## src/rtl/mix_signature_capture.sv

```systemverilog
// mix_signature_capture
//   Capture stage for the 8-bit cluster-mix output. A start pulse launches a
//   run: SETTLE cycles are discarded, then WINDOW qualified bytes are folded
//   into an 8-bit MISR. The signature is held on a valid/ready handshake.
//
// Ports
//   clk        : clock, all state on posedge
//   rst        : synchronous active-high reset
//   start      : one-cycle run request, accepted only in IDLE
//   data_in    : byte to compact
//   sample_en  : qualifies data_in while capturing
//   sig_out    : MISR value, meaningful while sig_valid=1
//   sig_valid  : signature available (HOLD)
//   sig_ready  : consumer accepts the signature
//   busy       : run in progress (SETTLE, CAPTURE, HOLD)
//   overrun    : sticky, start seen outside IDLE
//   sig_count  : completed handshakes, wraps mod 256
module mix_signature_capture #(
  parameter int unsigned WINDOW = 16,
  parameter int unsigned SETTLE = 2,
  parameter logic [7:0]  POLY   = 8'h1D,
  parameter logic [7:0]  SEED   = 8'hFF
) (
  input  logic       clk,
  input  logic       rst,
  input  logic       start,
  input  logic [7:0] data_in,
  input  logic       sample_en,
  output logic [7:0] sig_out,
  output logic       sig_valid,
  input  logic       sig_ready,
  output logic       busy,
  output logic       overrun,
  output logic [7:0] sig_count
);

  typedef enum logic [1:0] {
    ST_IDLE,
    ST_SETTLE,
    ST_CAPTURE,
    ST_HOLD
  } state_t;

  localparam logic [7:0] SETTLE_LOAD = (SETTLE == 0) ? 8'd0 : 8'(SETTLE - 1);
  localparam logic [7:0] LAST_SAMPLE = 8'(WINDOW - 1);

  state_t     r_state;
  logic [7:0] r_misr;
  logic [7:0] r_settle_cnt;
  logic [7:0] r_sample_cnt;
  logic [7:0] r_sig_count;
  logic       r_overrun;

  state_t     w_state_nxt;
  logic [7:0] w_misr_nxt;
  logic [7:0] w_settle_nxt;
  logic [7:0] w_sample_nxt;
  logic [7:0] w_sig_count_nxt;
  logic       w_overrun_nxt;
  logic [7:0] w_misr_step;

  // Shift with polynomial feedback from the outgoing MSB, then fold the byte in.
  assign w_misr_step = ({r_misr[6:0], 1'b0} ^ (r_misr[7] ? POLY : 8'h00)) ^ data_in;

  always_ff @(posedge clk) begin
    if (rst) begin
      r_state      <= ST_IDLE;
      r_misr       <= '0;
      r_settle_cnt <= '0;
      r_sample_cnt <= '0;
      r_sig_count  <= '0;
      r_overrun    <= 1'b0;
    end else begin
      r_state      <= w_state_nxt;
      r_misr       <= w_misr_nxt;
      r_settle_cnt <= w_settle_nxt;
      r_sample_cnt <= w_sample_nxt;
      r_sig_count  <= w_sig_count_nxt;
      r_overrun    <= w_overrun_nxt;
    end
  end

  always_comb begin
    w_state_nxt     = r_state;
    w_misr_nxt      = r_misr;
    w_settle_nxt    = r_settle_cnt;
    w_sample_nxt    = r_sample_cnt;
    w_sig_count_nxt = r_sig_count;
    // Any start outside IDLE, including the handshake cycle, is flagged.
    w_overrun_nxt   = r_overrun | (start & (r_state != ST_IDLE));

    case (r_state)
      ST_IDLE: begin
        if (start) begin
          w_misr_nxt   = SEED;
          w_sample_nxt = '0;
          w_settle_nxt = SETTLE_LOAD;
          w_state_nxt  = (SETTLE == 0) ? ST_CAPTURE : ST_SETTLE;
        end
      end
      ST_SETTLE: begin
        if (r_settle_cnt == 8'd0) begin
          w_state_nxt = ST_CAPTURE;
        end else begin
          w_settle_nxt = r_settle_cnt - 8'd1;
        end
      end
      ST_CAPTURE: begin
        if (sample_en) begin
          w_misr_nxt   = w_misr_step;
          w_sample_nxt = r_sample_cnt + 8'd1;
          if (r_sample_cnt == LAST_SAMPLE) begin
            w_state_nxt = ST_HOLD;
          end
        end
      end
      ST_HOLD: begin
        if (sig_ready) begin
          w_state_nxt     = ST_IDLE;
          w_sig_count_nxt = r_sig_count + 8'd1;
        end
      end
      default: w_state_nxt = ST_IDLE;
    endcase
  end

  assign sig_out   = r_misr;
  assign sig_valid = (r_state == ST_HOLD);
  assign busy      = (r_state != ST_IDLE);
  assign overrun   = r_overrun;
  assign sig_count = r_sig_count;

endmodule

```

## config.mk

```make
export PLATFORM = sky130hd
export DESIGN_NAME = mix_signature_capture
export DESIGN_NICKNAME = d
export VERILOG_FILES = /design/src/rtl/mix_signature_capture.sv
export SDC_FILE = /design/constraint.sdc
export NUM_CORES = 1
export LEC_CHECK = 0
export BUFFER_PORTS_ARGS = -buffer_cell sky130_fd_sc_hd__buf_2
export CAP_MARGIN = 15
export CORE_MARGIN = 4
export CORE_UTILIZATION = 55
export DETAILED_ROUTE_END_ITERATION = 8
export GPL_TIMING_DRIVEN = 0
export PLACE_DENSITY = 0.79
export SLEW_MARGIN = 25
export SYNTH_ARGS = -nofsm -noshare
export SYNTH_HDL_FRONTEND = slang
export SYNTH_SLANG_ARGS = --single-unit
```

## constraint.sdc

```tcl
create_clock -name clk -period 3.4 [get_ports clk]
set_clock_uncertainty 0.05 [all_clocks]
set_input_delay 0.17 -clock clk [delete_from_list [all_inputs] [get_ports clk]]
set_output_delay 0.17 -clock clk [all_outputs]
set_load 0.05 [all_outputs]
```

==> run_results.csv <==
group,metric,value,unit
status,status,"complete, no violations",
clock_network,clockBufferDepth,2,
logic_synthesis,synth_cell_type_count,40,
clock_network,cts_max_level,2,
sta,grt_setup_unrepaired,"no",
place,numPortBuffers,31,
die,die-area,4140,um2
setup_path,r2r_start,"r_state[0]$_SDFFE_PP0P_",
clock_network,hold_buffers,0,
place,globalplace.congestion,0.796,
clock_network,clk_pin_slew,0.12,ns
die,core,3050,um2
global_route,grt_usage,17.6,%
clock_network,cts_num_sinks,35,
sta,fin_crit_sh,65.4,%
sta,fin_crit,2.22,ns
setup_path,crit_path_start,"r_state[0]$_SDFFE_PP0P_",
worst_hold_path,hold_class,"primary input to flop",
cells_and_area,syn_to_final_growth,17.0,%
clock_network,cts_buffers,5,
sta,setup_viol,0,
sta,slew_violations,0,
logic_synthesis,syn-num-nets,216,
routing,drt_first_pass_iters,6,
power,ir_drop,0.663,mV
setup_path,cp.arrival,2.42,ns
setup_path,cp-start-kind,"flop",
sta,worst_slack,1.18,ns
place,preCtsSetupSlack,1.20,ns
setup_path,crit_path_end_kind,"flop",
logic_synthesis,syn_area_per_cell,8.96,um2
power,power.leakage,0.875,nW
clock_network,cts_resized,0,
die,num_io_pins,32,
logic_synthesis,ys_seq_elements,35,
logic_synthesis,yosys_warnings,0,
routing,vias,1479,
setup_path,critPathKind,"flop to flop",
cells_and_area,multi_input_area,992,um2
routing,viasPerCell,5.32,
sta,clock.fmax,450,MHz
die,die_y,64.4,um
sta,slew-limit-headroom,39.0,%
cells_and_area,seqCellArea,701,um2
logic_synthesis,synthTopCellsByArea,"dfxtp_1, nor2_1, ha_1",
power,powerDensity,911,nW/um2
cells_and_area,antenna_cells,0,
place,place_hpwl,2.54,mm
cells_and_area,utilization,66.9,%
routing,drt-total-wl,3.31,mm
clock_network,clk-insertion-delay-late,0.34,ns
routing,drc,0,
sta,tns,0,ns
routing,first_iter_violations,93,
setup_path,worstPathMaxFanout,8,
sta,worstMarginPinSlew,0.908,ns
logic_synthesis,syn-instance-count,195,
worst_hold_path,worstHoldStart,"start",
sta,hold_viol_final,0,
die,dieWidth,64.4,um
clock_network,cts_setup_buffers,0,
logic_synthesis,synth_area_leader_cell,"dfxtp_1",
clock_network,root_buffer,"clkbuf_4",
die,rows,20,
routing,ant_nets,0,
global_route,grt-ovfl-total,0,
logic_synthesis,yosys.area.top_type_share,40.1,%
global_route,antenna_found_initial,0,
setup_path,r2r_cells,6,
die,initial_core_util,57.2,%
flow_run,maxCapViolCount,0,
global_route,grt_max_degree,12,
cells_and_area,layout-drive-gt1-share,19.2,%
global_route,grt_pass1_vias,1358,
cells_and_area,n_fill_cell,273,
cells_and_area,nNetsFinal,254,
routing,wire_per_inst,11.9,um
global_route,grt_pass1_wl,5.78,mm
logic_synthesis,syn-cell-area,1750,um2
logic_synthesis,seq_area_frac_synth,40.1,%
clock_network,cts_tree,"yes",
setup_path,required,3.59,ns
worst_hold_path,min_delay_path_depth,3,
state kept, by name (all words and copies together) (netlist names):
register	count
overrun	1
r_settle_cnt	8
sig_count	8
r_state	2
sig_out	8
r_sample_cnt	8
worst max-delay path, stage by stage (launching register included):
cell and delay, ns:
dfxtp_1 0.41, inv_1 0.08, ha_1 0.27, nor2b_1 0.22, nor3_1 0.76, nor2_1 0.08, a211oi_1 0.26
cells in the mapped netlist:
cell      number
or4_1          4
and3_1         5
o311ai_0       1
nand4_1        7
mux2i_1        5
ha_1           8
xor2_1        11
nand2_1        9
a211oi_1      10
o32a_1         1
inv_1          7
o311a_1        1
o31a_1         1
nand2b_1       2
nor2b_1        4
o21bai_1       1
nor3_1         3
o21ai_0        5
or2_2          2
and3b_1        1
o311ai_4       1
o21a_1         1
a31oi_1        1
dfxtp_1       35
o41ai_1        1
nor2_1        27
a22oi_1        1
buf_2          1
or3b_2         1
or3_1          8
nor4_1         3
xnor2_1       10
o31ai_1        1
a21boi_1       1
clkbuf_1       4
nand3_1        3
and2_1         1
a21oi_1        4
buf_1          2
o21ai_2        1
through the flow:
| stage | total power, mW | hold slack (ns) | cells | cell area, um2 |
|---|---|---|---|---|
| floorplan | 1.37 | 0.265 | 195 | 1750 |
| global placement | 1.54 | 0.387 | 270 | 1960 |
| detailed placement | 1.55 | 0.402 | 270 | 1960 |
| CTS | 1.87 | 0.0341 | 278 | 2040 |
| global route | 2.00 | 0.0609 | 278 | 2040 |
| finish | 1.86 | 0.0505 | 278 | 2040 |
per-layer routing:
metal	GRT usage, %	part of all wire (%)	vias up
met1	22.2	49	656
met3	4.39	4.4	5
li1	-	-	779
met4	8.71	1.8	0
met2	27.8	44	39
met5	0	0	-
worst paths after layout:
check / end / slack (ns)
max: sig_out[3]$_SDFFE_PP0P_ / 1.18
min: overrun$_SDFF_PP0_ / 0.05
max reg2reg: sig_out[3]$_SDFFE_PP0P_ / 1.18
min reg2reg: r_settle_cnt[7]$_SDFFE_PP0P_ / 0.42
placed cells by master (no fill, tap or decap), types with 5 or more instances in the layout:
cell      count
and3_1        5
a211oi_1     10
inv_1         7
mux2i_1       5
xor2_1       11
o21ai_0       5
nand2_1       9
xnor2_1      10
nand4_1       7
dfxtp_1      35
ha_1          8
buf_2        32
clkbuf_4      5
nor2_1       27
or3_1         8
cell families (layout without fill, tap and decap cells):
logic type / Yosys count / count (layout) / synth area share, %
xor+xnor: 21 / 21 / 10.5
simple gates: 80 / 80 / 23.6
flops: 35 / 35 / 40.1
buf+inv: 14 / 53 / 3.08
compound gates: 32 / 32 / 14.0
fa+ha+maj: 8 / 8 / 5.73
mux: 5 / 5 / 2.87
report_power, final:
group | switching [mW] | internal, mW | leakage, nW
clock network | 0.138 | 0.174 | 0.0482
registers | 0.0792 | 0.503 | 0.286
logic | 0.622 | 0.346 | 0.541
final cells by class:
| cell class | instances | share of cell area [%] |
|---|---|---|
| multi-input cells | 146 | 48.6 |
| flip-flops and latches | 35 | 34.3 |
| repair buffers | 31 | 7.59 |
| well taps | 44 | 2.69 |
| clock buffers | 6 | 2.51 |
| clock inverters | 2 | 1.71 |
| plain buffers | 7 | 1.35 |
| inverters | 7 | 1.29 |
Power figures use the tool's default switching activity.
